==> config.mk <==
export PLATFORM = sky130hd
export DESIGN_NAME = riscv_branch_unit
export DESIGN_NICKNAME = d
export VERILOG_FILES = /design/src/rtl/riscv_branch_unit_pkg.sv /design/src/rtl/riscv_branch_cmp.sv /design/src/rtl/riscv_branch_unit.sv
export SDC_FILE = /design/constraint.sdc
export NUM_CORES = 1
export LEC_CHECK = 0
export CAP_MARGIN = 10
export CORE_ASPECT_RATIO = 2
export CORE_UTILIZATION = 56
export CTS_BUF_LIST = sky130_fd_sc_hd__clkbuf_8
export CTS_CLUSTER_DIAMETER = 200
export DETAILED_ROUTE_END_ITERATION = 8
export MAX_ROUTING_LAYER = met4
export PLACE_DENSITY = 0.87
export SYNTH_ARGS = -nofsm -noshare
export SYNTH_HDL_FRONTEND = slang
export SYNTH_HIERARCHICAL = 1
export SYNTH_SLANG_ARGS = --single-unit
export TNS_END_PERCENT = 100
==> constraint.sdc <==
create_clock -name clk_i -period 10.6 [get_ports clk_i]
set_input_delay 1.59 -clock clk_i [delete_from_list [all_inputs] [get_ports clk_i]]
set_output_delay 1.59 -clock clk_i [all_outputs]
set_load 0.02 [all_outputs]
==> src/rtl/riscv_branch_unit_pkg.sv <==
// Purpose: shared opcode, funct3 and PC-mux encodings for the branch resolution stage.
// Latency: n/a (constants and types only).
// Backpressure: n/a.
package riscv_branch_unit_pkg;

    localparam logic [6:0] OP_JAL    = 7'b1101111;
    localparam logic [6:0] OP_JALR   = 7'b1100111;
    localparam logic [6:0] OP_BRANCH = 7'b1100011;

    localparam logic [2:0] F3_BEQ  = 3'b000;
    localparam logic [2:0] F3_BNE  = 3'b001;
    localparam logic [2:0] F3_BLT  = 3'b100;
    localparam logic [2:0] F3_BGE  = 3'b101;
    localparam logic [2:0] F3_BLTU = 3'b110;
    localparam logic [2:0] F3_BGEU = 3'b111;

    localparam logic [1:0] SEL_PC4    = 2'b00;
    localparam logic [1:0] SEL_PCIMM  = 2'b01;
    localparam logic [1:0] SEL_RS1IMM = 2'b10;

    typedef enum logic {
        ST_RUN   = 1'b0,
        ST_FLUSH = 1'b1
    } br_state_t;

endpackage

==> src/rtl/riscv_branch_cmp.sv <==
// Purpose: conditional-branch comparator; decides taken/illegal from funct3 and rs1/rs2.
// Latency: purely combinational.
// Backpressure: none, no state.
// Ports: funct3 (branch condition), rs1/rs2 (operands), taken (condition true), illegal (funct3 010/011).
module riscv_branch_cmp
    import riscv_branch_unit_pkg::*;
#(
    parameter int DW = 32
) (
    input  logic [2:0]    funct3,
    input  logic [DW-1:0] rs1,
    input  logic [DW-1:0] rs2,
    output logic          taken,
    output logic          illegal
);

    logic eq;
    logic lt_s;
    logic lt_u;

    assign eq   = (rs1 == rs2);
    assign lt_s = ($signed(rs1) < $signed(rs2));
    assign lt_u = (rs1 < rs2);

    always_comb begin
        taken   = 1'b0;
        illegal = 1'b0;
        case (funct3)
            F3_BEQ:  taken = eq;
            F3_BNE:  taken = !eq;
            F3_BLT:  taken = lt_s;
            F3_BGE:  taken = !lt_s;
            F3_BLTU: taken = lt_u;
            F3_BGEU: taken = !lt_u;
            default: illegal = 1'b1;   // 010 / 011 are unassigned encodings
        endcase
    end

endmodule

==> src/rtl/riscv_branch_unit.sv <==
// Purpose: registered RV32I branch/jump resolution with mispredict flush window and perf counters.
// Latency: 1 cycle from accept to Valid_o; Flush_o rises with Mispredict_o for FLUSH_CYCLES cycles.
// Backpressure: Ready_o low while Stall_i is high or a flush is in progress; stall freezes outputs.
// Ports: clk_i/rst_i (sync active-high); Valid_i/Ready_o handshake; Opcode_i, funct3_i,
//        Regdata1_i, Regdata2_i, PC_i, Imm_i, Pred_taken_i instruction fields; Stall_i downstream hold;
//        Valid_o, Branch_en_o, PC_mux_sel_o, Target_o, Link_o, Mispredict_o, Illegal_o, Flush_o results;
//        Br_count_o, Mispred_count_o saturating counters.
module riscv_branch_unit
    import riscv_branch_unit_pkg::*;
#(
    parameter int DW           = 32,
    parameter int AW           = 32,
    parameter int FLUSH_CYCLES = 2,
    parameter int CW           = 16
) (
    input  logic          clk_i,
    input  logic          rst_i,
    input  logic          Valid_i,
    output logic          Ready_o,
    input  logic [6:0]    Opcode_i,
    input  logic [2:0]    funct3_i,
    input  logic [DW-1:0] Regdata1_i,
    input  logic [DW-1:0] Regdata2_i,
    input  logic [AW-1:0] PC_i,
    input  logic [DW-1:0] Imm_i,
    input  logic          Pred_taken_i,
    input  logic          Stall_i,
    output logic          Valid_o,
    output logic          Branch_en_o,
    output logic [1:0]    PC_mux_sel_o,
    output logic [AW-1:0] Target_o,
    output logic [AW-1:0] Link_o,
    output logic          Mispredict_o,
    output logic          Illegal_o,
    output logic          Flush_o,
    output logic [CW-1:0] Br_count_o,
    output logic [CW-1:0] Mispred_count_o
);

    localparam int FCW = (FLUSH_CYCLES > 1) ? $clog2(FLUSH_CYCLES) : 1;

    br_state_t      state, state_nx;
    logic [FCW-1:0] flush_cnt, flush_cnt_nx;
    logic           accept;

    logic           cmp_taken;
    logic           cmp_illegal;

    logic [AW-1:0]  imm_aw;
    logic [AW-1:0]  pc_plus4;
    logic [AW-1:0]  pc_plus_imm;
    logic [AW-1:0]  rs1_plus_imm;

    logic           nx_taken;
    logic           nx_illegal;
    logic           nx_ctrl;      // legal control-transfer op, counted in Br_count_o
    logic           nx_mispred;
    logic [1:0]     nx_sel;
    logic [AW-1:0]  nx_target;

    riscv_branch_cmp #(.DW(DW)) u_cmp (
        .funct3  (funct3_i),
        .rs1     (Regdata1_i),
        .rs2     (Regdata2_i),
        .taken   (cmp_taken),
        .illegal (cmp_illegal)
    );

    assign Ready_o = (state == ST_RUN) && !Stall_i;
    assign accept  = Valid_i && Ready_o;
    assign Flush_o = (state == ST_FLUSH);

    // Immediate is sign-extended (or truncated) to address width; sums wrap mod 2^AW.
    assign imm_aw       = AW'($signed(Imm_i));
    assign pc_plus4     = PC_i + AW'(4);
    assign pc_plus_imm  = PC_i + imm_aw;
    assign rs1_plus_imm = (AW'(Regdata1_i) + imm_aw) & ~AW'(1);

    always_comb begin
        nx_taken   = 1'b0;
        nx_illegal = 1'b0;
        nx_ctrl    = 1'b0;
        nx_sel     = SEL_PC4;
        case (Opcode_i)
            OP_JAL: begin
                nx_taken = 1'b1;
                nx_ctrl  = 1'b1;
                nx_sel   = SEL_PCIMM;
            end
            OP_JALR: begin
                nx_taken = 1'b1;
                nx_ctrl  = 1'b1;
                nx_sel   = SEL_RS1IMM;
            end
            OP_BRANCH: begin
                if (cmp_illegal) begin
                    nx_illegal = 1'b1;
                end else begin
                    nx_ctrl  = 1'b1;
                    nx_taken = cmp_taken;
                    if (cmp_taken) begin
                        nx_sel = SEL_PCIMM;
                    end
                end
            end
            default: ;
        endcase

        case (nx_sel)
            SEL_PCIMM:  nx_target = pc_plus_imm;
            SEL_RS1IMM: nx_target = rs1_plus_imm;
            default:    nx_target = pc_plus4;
        endcase

        // Non-control ops are "not taken", so a taken prediction on them is a mispredict too.
        nx_mispred = nx_illegal ? 1'b0 : (nx_taken != Pred_taken_i);
    end

    // Flush FSM: runs independently of Stall_i so a stall never stretches the window.
    always_comb begin
        state_nx     = state;
        flush_cnt_nx = flush_cnt;
        case (state)
            ST_RUN: begin
                if (accept && nx_mispred) begin
                    state_nx     = ST_FLUSH;
                    flush_cnt_nx = FCW'(FLUSH_CYCLES - 1);
                end
            end
            ST_FLUSH: begin
                if (flush_cnt == '0) begin
                    state_nx = ST_RUN;
                end else begin
                    flush_cnt_nx = flush_cnt - FCW'(1);
                end
            end
            default: state_nx = ST_RUN;
        endcase
    end

    always_ff @(posedge clk_i) begin
        if (rst_i) begin
            state     <= ST_RUN;
            flush_cnt <= '0;
        end else begin
            state     <= state_nx;
            flush_cnt <= flush_cnt_nx;
        end
    end

    always_ff @(posedge clk_i) begin
        if (rst_i) begin
            Valid_o         <= 1'b0;
            Branch_en_o     <= 1'b0;
            PC_mux_sel_o    <= SEL_PC4;
            Target_o        <= '0;
            Link_o          <= '0;
            Mispredict_o    <= 1'b0;
            Illegal_o       <= 1'b0;
            Br_count_o      <= '0;
            Mispred_count_o <= '0;
        end else if (!Stall_i) begin
            if (accept) begin
                Valid_o      <= 1'b1;
                Branch_en_o  <= nx_taken;
                PC_mux_sel_o <= nx_sel;
                Target_o     <= nx_target;
                Link_o       <= pc_plus4;
                Mispredict_o <= nx_mispred;
                Illegal_o    <= nx_illegal;
                if (nx_ctrl && (Br_count_o != '1)) begin
                    Br_count_o <= Br_count_o + CW'(1);
                end
                if (nx_mispred && (Mispred_count_o != '1)) begin
                    Mispred_count_o <= Mispred_count_o + CW'(1);
                end
            end else begin
                Valid_o <= 1'b0;
            end
        end
    end

endmodule

==> flow_summary_export.csv, run 1 <==
group,metric,value,unit
clock_tree,clk_latency,0.39,ns
floorplan,start_util,0.576,
synth,synth_most_common_cell,"nor2_1",
clock_tree,htreeDepth,3,
global_route,grt_pass1_vias,10400,
clock_tree,clkTransAtPathRegs,0.11,ns
floorplan,io_pins,247,
placed_design,dp_hpwl,27400,um
floorplan,num_rows,67,
route,ant_nets,0,
worst_hold_path,holdPathStages,2,
synth,synthTopCellsByArea,"dfxtp_1 (21%), ha_1 (13%), a21oi_1 (5.6%), nor2_1 (4.7%), xor2_1 (4.5%)",
sta,maxSlewHeadroom,0.433,
clock_tree,cts_hold_buf,0,
sta,maxSlewViolCount,0,
flow_run,cap_viol_max_count,0,
sta,setup_tns,0,ns
global_route,grt_pass1_wl,51800,um
route,vias,10700,
critical_path,r2r_cells,7,
synth,synth-main-ff-cell,"dfxtp_1",
global_route,overflow,0,
critical_path,cpMaxStageDelayCell,"nor3b_1",
clock_tree,cts.repair.resized,0,
critical_path,arrival,6.38,ns
critical_path,startpoint,"Regdata2_i[14]",
floorplan,dieArea,17900,sq um
placed_design,dp.cells,1639,
clock_tree,root_buffer,"clkbuf_8",
route,drc,0,
synth,synth_fp_nets,1479,
final_layout,instances_no_fill,1656,
clock_tree,cts_tree,"done",
critical_path,crit_end,"Target_o[27]",
sta,tightest_slew,0.850,ns
synth,yosysTopAreaCell,"dfxtp_1",
route,viasPerCell,6.44,
sta,setup_viol,0,
sta,finClkSkew,0.0167,ns
synth,synthesis.instances,1236,
final_layout,fin_nets,1686,
clock_tree,clock_sinks,104,
critical_path,cp_max_fo,34,
clock_tree,cts_buffer_depth,2,
sta,max_freq,0.164,GHz
synth,ys.warnings.count,6,
clock_tree,cts_made_buffers,9,
pwr,ir_worst_vdd,78.8,uV
clock_tree,post_cts_buffers,0,
floorplan,core_area,16800,sq um
synth,synth_cell_types,94,
synth,yosysTopAreaCellShare,0.214,
synth,postSynthAreaPerCell,7.86,sq um
run_status,outcome,"finished clean",
route,drtIter0Drc,600,
synth,yosys-top-cells-count,"nor2_1 (121), a21oi_1 (108), dfxtp_1 (104)",
synth,netlist_area,9710,sq um
placed_design,place_congestion,1.03,
global_route,grt_use_total,0.383,
placed_design,io_buffers,246,
sta,fin_crit_sh,0.575,
sta,finalCriticalPeriod,6.10,ns
synth,ys_seq_elements,104,
critical_path,setup.worst_path.start_class,"input pin",
critical_path,crit_chain,"clkdlybuf4s50_1 -> inv_1 -> ha_1 -> and4_2 -> nor3b_1 -> nand3_1 -> a21oi_1 -> or4_1 -> a31o_1 -> nor2b_1 -> nand2_1 -> a21oi_1 -> inv_1 -> ha_1 -> buf_4 -> inv_1 -> nand2_1 -> nor3_1 -> o211ai_1 -> o2bb2ai_1 -> nand2b_1",
critical_path,rr_startpoint,"Flush_o",
sta,hold_violations,0,
critical_path,slowest_delay,0.55,ns
global_route,grt_max_degree,90,
final_layout,drive_gt1_frac,0.0456,
critical_path,critPathMostFrequentCell,"inv_1",
route,drt_pass1_iterations,5,
floorplan,die_x,95.1,um
critical_path,worstSetupPathType,"input pin to flop",
global_route,antenna_found_initial,1,
route,wire_per_inst,20.3,um
pwr,power.leakage,0.00482,uW
synth,synth_edf_count,0,
synth,ys_seq_area_frac,0.214,
critical_path,critPathCaptureType,"flop",
final_layout,area_growth,27.1,%
synth,async_flop_share,0,
worst_hold_path,hold_class,"flop to flop",
critical_path,r2r_slack,7.83,ns
critical_path,critPathRequiredTime,10.88,ns
sta,rsz0062_at_grt,"false",
floorplan,die_h,188,um
route,postRouteWirelength,33500,um
pwr,p_per_area,92.3,nW/um^2
critical_path,rr_endpoint,"Br_count_o[9]",
final_layout,fillers,1406,
## metal layers
| layer | GRT usage | part of all wire | vias to the layer above | wire length, um |
|---|---|---|---|---|
| met5 | - | 0 | - | 0 |
| met2 | 0.667 | 0.51 | 512 | 17200 |
| met4 | 0.304 | 0.088 | 0 | 2950 |
| met1 | 0.366 | 0.34 | 4967 | 11400 |
| li1 | - | - | 5017 | - |
| met3 | 0.0500 | 0.057 | 175 | 1930 |
## state kept, by name, summed over array words and instances (netlist names)
name and flops:
Br_count_o 16, Branch_en_o 1, Flush_o 1, Illegal_o 1, Link_o 32, Mispred_count_o 16
Mispredict_o 1, PC_mux_sel_o 2, Target_o 32, Valid_o 1, flush_cnt 1
## report_power, final
| part | switching [uW] | total (uW) | leakage (uW) | internal (uW) |
|---|---|---|---|---|
| clock | 145 | 264 | 0.000105 | 119 |
| combinational | 259 | 458 | 0.00386 | 198 |
| sequential | 10.5 | 418 | 0.000849 | 407 |
## layout by cell type (no fill, tap or decap), types with 11 or more instances in the layout
master,netlist,routed
xnor2_1,43,43
or3_1,12,12
a211oi_1,45,45
xor2_1,50,50
o21bai_1,11,11
and3_1,19,19
o21ai_0,47,47
a21oi_1,108,108
nand3_1,49,49
nor2_1,121,121
dfxtp_1,104,104
nor3_1,24,24
ha_1,98,98
a21o_1,33,33
nand4_1,37,37
a221oi_1,13,13
nand2b_1,13,13
o211ai_1,13,13
nand2_1,97,97
clkdlybuf4s50_1,0,245
inv_1,51,51
## through the flow
| stage | utilization | setup WS (ns) | power [uW] | hold WS (ns) | instance area, sq um |
|---|---|---|---|---|---|
| 4_1_cts | 0.733 | 4.67 | 1140 | 0.463 | 12300 |
| 5_1_grt | 0.733 | 4.29 | 1190 | 0.486 | 12300 |
| 3_5_place_dp | 0.720 | 4.24 | 873 | 0.447 | 12100 |
| 2_1_floorplan | - | 5.57 | 700 | 0.437 | 9710 |
| 6_report | 0.733 | 4.50 | 1140 | 0.464 | 12300 |
| 3_3_place_gp | 0.720 | 4.45 | 867 | 0.441 | 12100 |
## kinds of logic (layout without fill, tap and decap cells)
| logic type | Yosys count | count (layout) | share of synthesized area |
|---|---|---|---|
| other | 0 | 1 | 0 |
| adders and majority gates | 100 | 100 | 0.130 |
| muxes | 11 | 11 | 0.0116 |
| AOI/OAI and AO/OA | 372 | 372 | 0.265 |
| and+or+nand+nor | 449 | 449 | 0.239 |
| xor gates and xnor gates | 93 | 93 | 0.0839 |
| buffers and inverters | 107 | 319 | 0.0554 |
| DFF | 104 | 104 | 0.214 |
## worst min path at each step
stage                               to  slack [ns]          from
after global routing      Target_o[11]        0.49  Target_o[11]
after CTS                 Target_o[14]        0.46  Target_o[14]
after global placement         Flush_o        0.44     flush_cnt
after detailed placement  Target_o[14]        0.45  Target_o[14]
final                          Valid_o        0.46       Valid_o
after floorplan                Flush_o        0.44     flush_cnt
## worst max-delay path, delay by kind of cell
| kind | cells | cell delay, ns |
|---|---|---|
| compound gates | 5 | 0.97 |
| fa+ha+maj | 2 | 0.61 |
| buf+inv | 5 | 1.07 |
| simple gates | 9 | 2.12 |
## area by class of cell
type	count	area, sq um	area share
Clock buffer	10	138	0.0111
Sequential cell	104	2080	0.169
Multi-Input combinational cell	1025	7090	0.575
Timing Repair Buffer	252	2500	0.203
Clock inverter	6	75.1	0.00608
Inverter	51	191	0.0155
Tap cell	207	259	0.0210
Antenna cell	1	2.50	0.000203
(Power assumes the default switching activity.)
==> run 2: changes to the inputs <==
--- a/config.mk
+++ b/config.mk
@@ -7,12 +7,12 @@
 export LEC_CHECK = 0
 export CAP_MARGIN = 10
 export CORE_ASPECT_RATIO = 2
-export CORE_UTILIZATION = 56
+export CORE_UTILIZATION = 47
 export CTS_BUF_LIST = sky130_fd_sc_hd__clkbuf_8
 export CTS_CLUSTER_DIAMETER = 200
 export DETAILED_ROUTE_END_ITERATION = 8
 export MAX_ROUTING_LAYER = met4
-export PLACE_DENSITY = 0.87
+export PLACE_DENSITY = 0.77
 export SYNTH_ARGS = -nofsm -noshare
 export SYNTH_HDL_FRONTEND = slang
 export SYNTH_HIERARCHICAL = 1
==> constraint.sdc (replaced) <==
create_clock -name clk_i -period 5.4 [get_ports clk_i]
set_input_delay 0.81 -clock clk_i [delete_from_list [all_inputs] [get_ports clk_i]]
set_output_delay 0.81 -clock clk_i [all_outputs]
set_load 0.02 [all_outputs]
==> run 2 against run 1 <==
Against the previous run:
- first-iteration DRC count fell by 3.3%
- design area rose by 1.8%
- routed wire length fell by 0.51%
- global-route usage fell by 6.3 points
- core utilization fell by 12 points
- register-to-register slack got worse by 5.1 ns
- critical path type unchanged
==> flow_summary_export.csv, run 2 (synthesized netlist as in run 1, its figures left out) <==
group,metric,value,unit
clock_tree,clock_sinks,104,
critical_path,critPathCaptureType,"flop",
sta,finClkSkew,0.0115,ns
critical_path,setup.worst_path.start_class,"input pin",
clock_tree,cts.repair.resized,0,
sta,maxSlewViolCount,0,
floorplan,start_util,0.477,
worst_hold_path,hold_class,"flop to flop",
clock_tree,post_cts_buffers,0,
route,wl_met1,12300,um
final_layout,area_growth,29.5,%
floorplan,io_pins,247,
final_layout,post-route-util,0.617,
pwr,p_per_area,186,nW/um^2
critical_path,arrival,5.29,ns
clock_tree,htreeDepth,3,
pwr,switchingPower,794,uW
sta,rsz0062_at_grt,"false",
clock_tree,cts_buffer_depth,2,
clock_tree,cts_tree,"done",
clock_tree,cts_hold_buf,0,
floorplan,dieArea,21300,sq um
pwr,p_seq_frac,0.351,
clock_tree,cts_made_buffers,9,
placed_design,placed_cell_area,12300,sq um
placed_design,dp_slack,-0.0202,ns
pwr,ir_worst_vdd,134,uV
sta,maxSlewHeadroom,0.423,
clock_tree,clkTransAtPathRegs,0.10,ns
pwr,p_clk_frac,0.264,
route,drt_pass1_iterations,7,
floorplan,die_x,104,um
global_route,overflow,0,
route,wire_per_inst,19.4,um
sta,setup_ws,0.415,ns
final_layout,layout.cells.most_common_list,"clkdlybuf4s50_1 (245), nor2_1 (121), a21oi_1 (108)",
global_route,grt_pass1_vias,10100,
clock_tree,root_buffer,"clkbuf_8",
floorplan,num_rows,74,
global_route,grt_max_degree,77,
global_route,grt_use_total,0.320,
placed_design,io_buffers,246,
run_status,outcome,"finished clean",
floorplan,core_area,20400,sq um
global_route,grt_pass1_wl,52500,um
flow_run,cap_viol_max_count,0,
critical_path,worstSetupPathType,"input pin to flop",
route,drc,0,
pwr,internal-power,1540,uW
placed_design,dp_hpwl,27500,um
final_layout,drive_gt1_frac,0.0515,
sta,setup_viol,0,
final_layout,top_regs,"Link_o x32, Target_o x32",
sta,max_freq,0.201,GHz
final_layout,fin_nets,1695,
global_route,antenna_found_initial,1,
sta,fin_crit_sh,0.923,
route,postRouteWirelength,33400,um
pwr,power.leakage,0.00489,uW
critical_path,critPathRequiredTime,5.71,ns
route,viasPerCell,6.06,
pwr,combPwrFrac,0.384,
sta,tightest_slew,0.866,ns
final_layout,final_common_cell,"clkdlybuf4s50_1",
pwr,netSwitchingFraction,0.340,
sta,hold_violations,0,
sta,holdWs,0.458,ns
critical_path,cp_max_fo,10,
route,top_layer,"met4",
final_layout,final_cell_area,12600,sq um
sta,finalCriticalPeriod,4.99,ns
route,wl_met3,1350,um
route,ant_nets,0,
route,drtIter0Drc,580,
placed_design,place_congestion,0.998,
floorplan,die_h,205,um
route,vias,10400,
clock_tree,clk_latency,0.38,ns
route,wl_met2,17700,um
run 2: cell types whose count changed in the layout (fill, tap and decap cells not counted), sizes merged:
cell / delta
inv: -3
clkbuf: -1
bufinv: +3
buf: +9
run 2: final timing paths:
check | endpoint | cells after the start | slack [ns] | start
setup reg to reg | Br_count_o[15] | 6 | 2.77 | Flush_o
setup / recovery | Target_o[31] | 19 | 0.41 | Regdata1_i[31]
hold / removal | Target_o[3] | 2 | 0.46 | Target_o[3]
hold reg to reg | Target_o[3] | 2 | 0.46 | Target_o[3]
run 2: routing by layer:
metal  track usage  vias up
li1              -     5030
met1         0.318     4878
met2         0.595      427
met3        0.0345      114
met4         0.198        0
met5             -        -
run 2: stage by stage:
step / TNS, ns / cells / power [uW]
4_1_cts: 0 / 1722 / 2340
3_3_place_gp: 0 / 1707 / 1710
5_1_grt: 0 / 1723 / 2450
6_report: 0 / 1723 / 2340
2_1_floorplan: 0 / 1236 / 1370
3_5_place_dp: -0.0202 / 1707 / 1720
run 2: power by group through the flow:
stage,Sequential (uW),Clock [uW],Combinational (uW)
CTS,820,631,886
detailed placement,838,0,881
finish,821,618,897
floorplan,872,0,501
global placement,837,0,877
global route,825,658,967
run 2: area by class of cell:
class,instances,area (sq um)
Tap cell,266,333
Clock buffer,9,124
Multi-Input combinational cell,1025,7100
Antenna cell,1,2.50
Fill cell,1859,7800
Timing Repair Buffer,261,2610
Clock inverter,6,133
Inverter,51,191
Sequential cell,104,2080
run 2: worst max-delay path: stages:
cell and delay [ns]:
clkdlybuf4s50_1 0.48, ha_1 0.36, nand4_1 0.21, nor3_2 0.50, nand3_1 0.16, a21oi_1 0.34
or4_1 0.17, a31o_1 0.23, nor2b_1 0.20, nand2_1 0.07, a21oi_1 0.28, inv_1 0.08
ha_1 0.33, buf_4 0.19, nor2b_1 0.25, nand2_1 0.12, o31ai_1 0.25, a21oi_1 0.06
a41oi_1 0.21
==> run 3: changes to the inputs <==
--- a/config.mk
+++ b/config.mk
@@ -5,7 +5,6 @@
 export SDC_FILE = /design/constraint.sdc
 export NUM_CORES = 1
 export LEC_CHECK = 0
-export CAP_MARGIN = 10
 export CORE_ASPECT_RATIO = 2
 export CORE_UTILIZATION = 47
 export CTS_BUF_LIST = sky130_fd_sc_hd__clkbuf_8
==> constraint.sdc (replaced) <==
create_clock -name clk_i -period 5.4 [get_ports clk_i]
set_input_delay 0.81 -clock clk_i [delete_from_list [all_inputs] [get_ports clk_i]]
set_output_delay 0.81 -clock clk_i [all_outputs]
set_load 0.1 [all_outputs]
==> results of run 3 <==
The final DEF is identical to that of run 2. Status: finished clean.
Main changes from that run: total power 2340 uW -> 2530 uW; worst IR drop on VDD 134 uV -> 146 uV
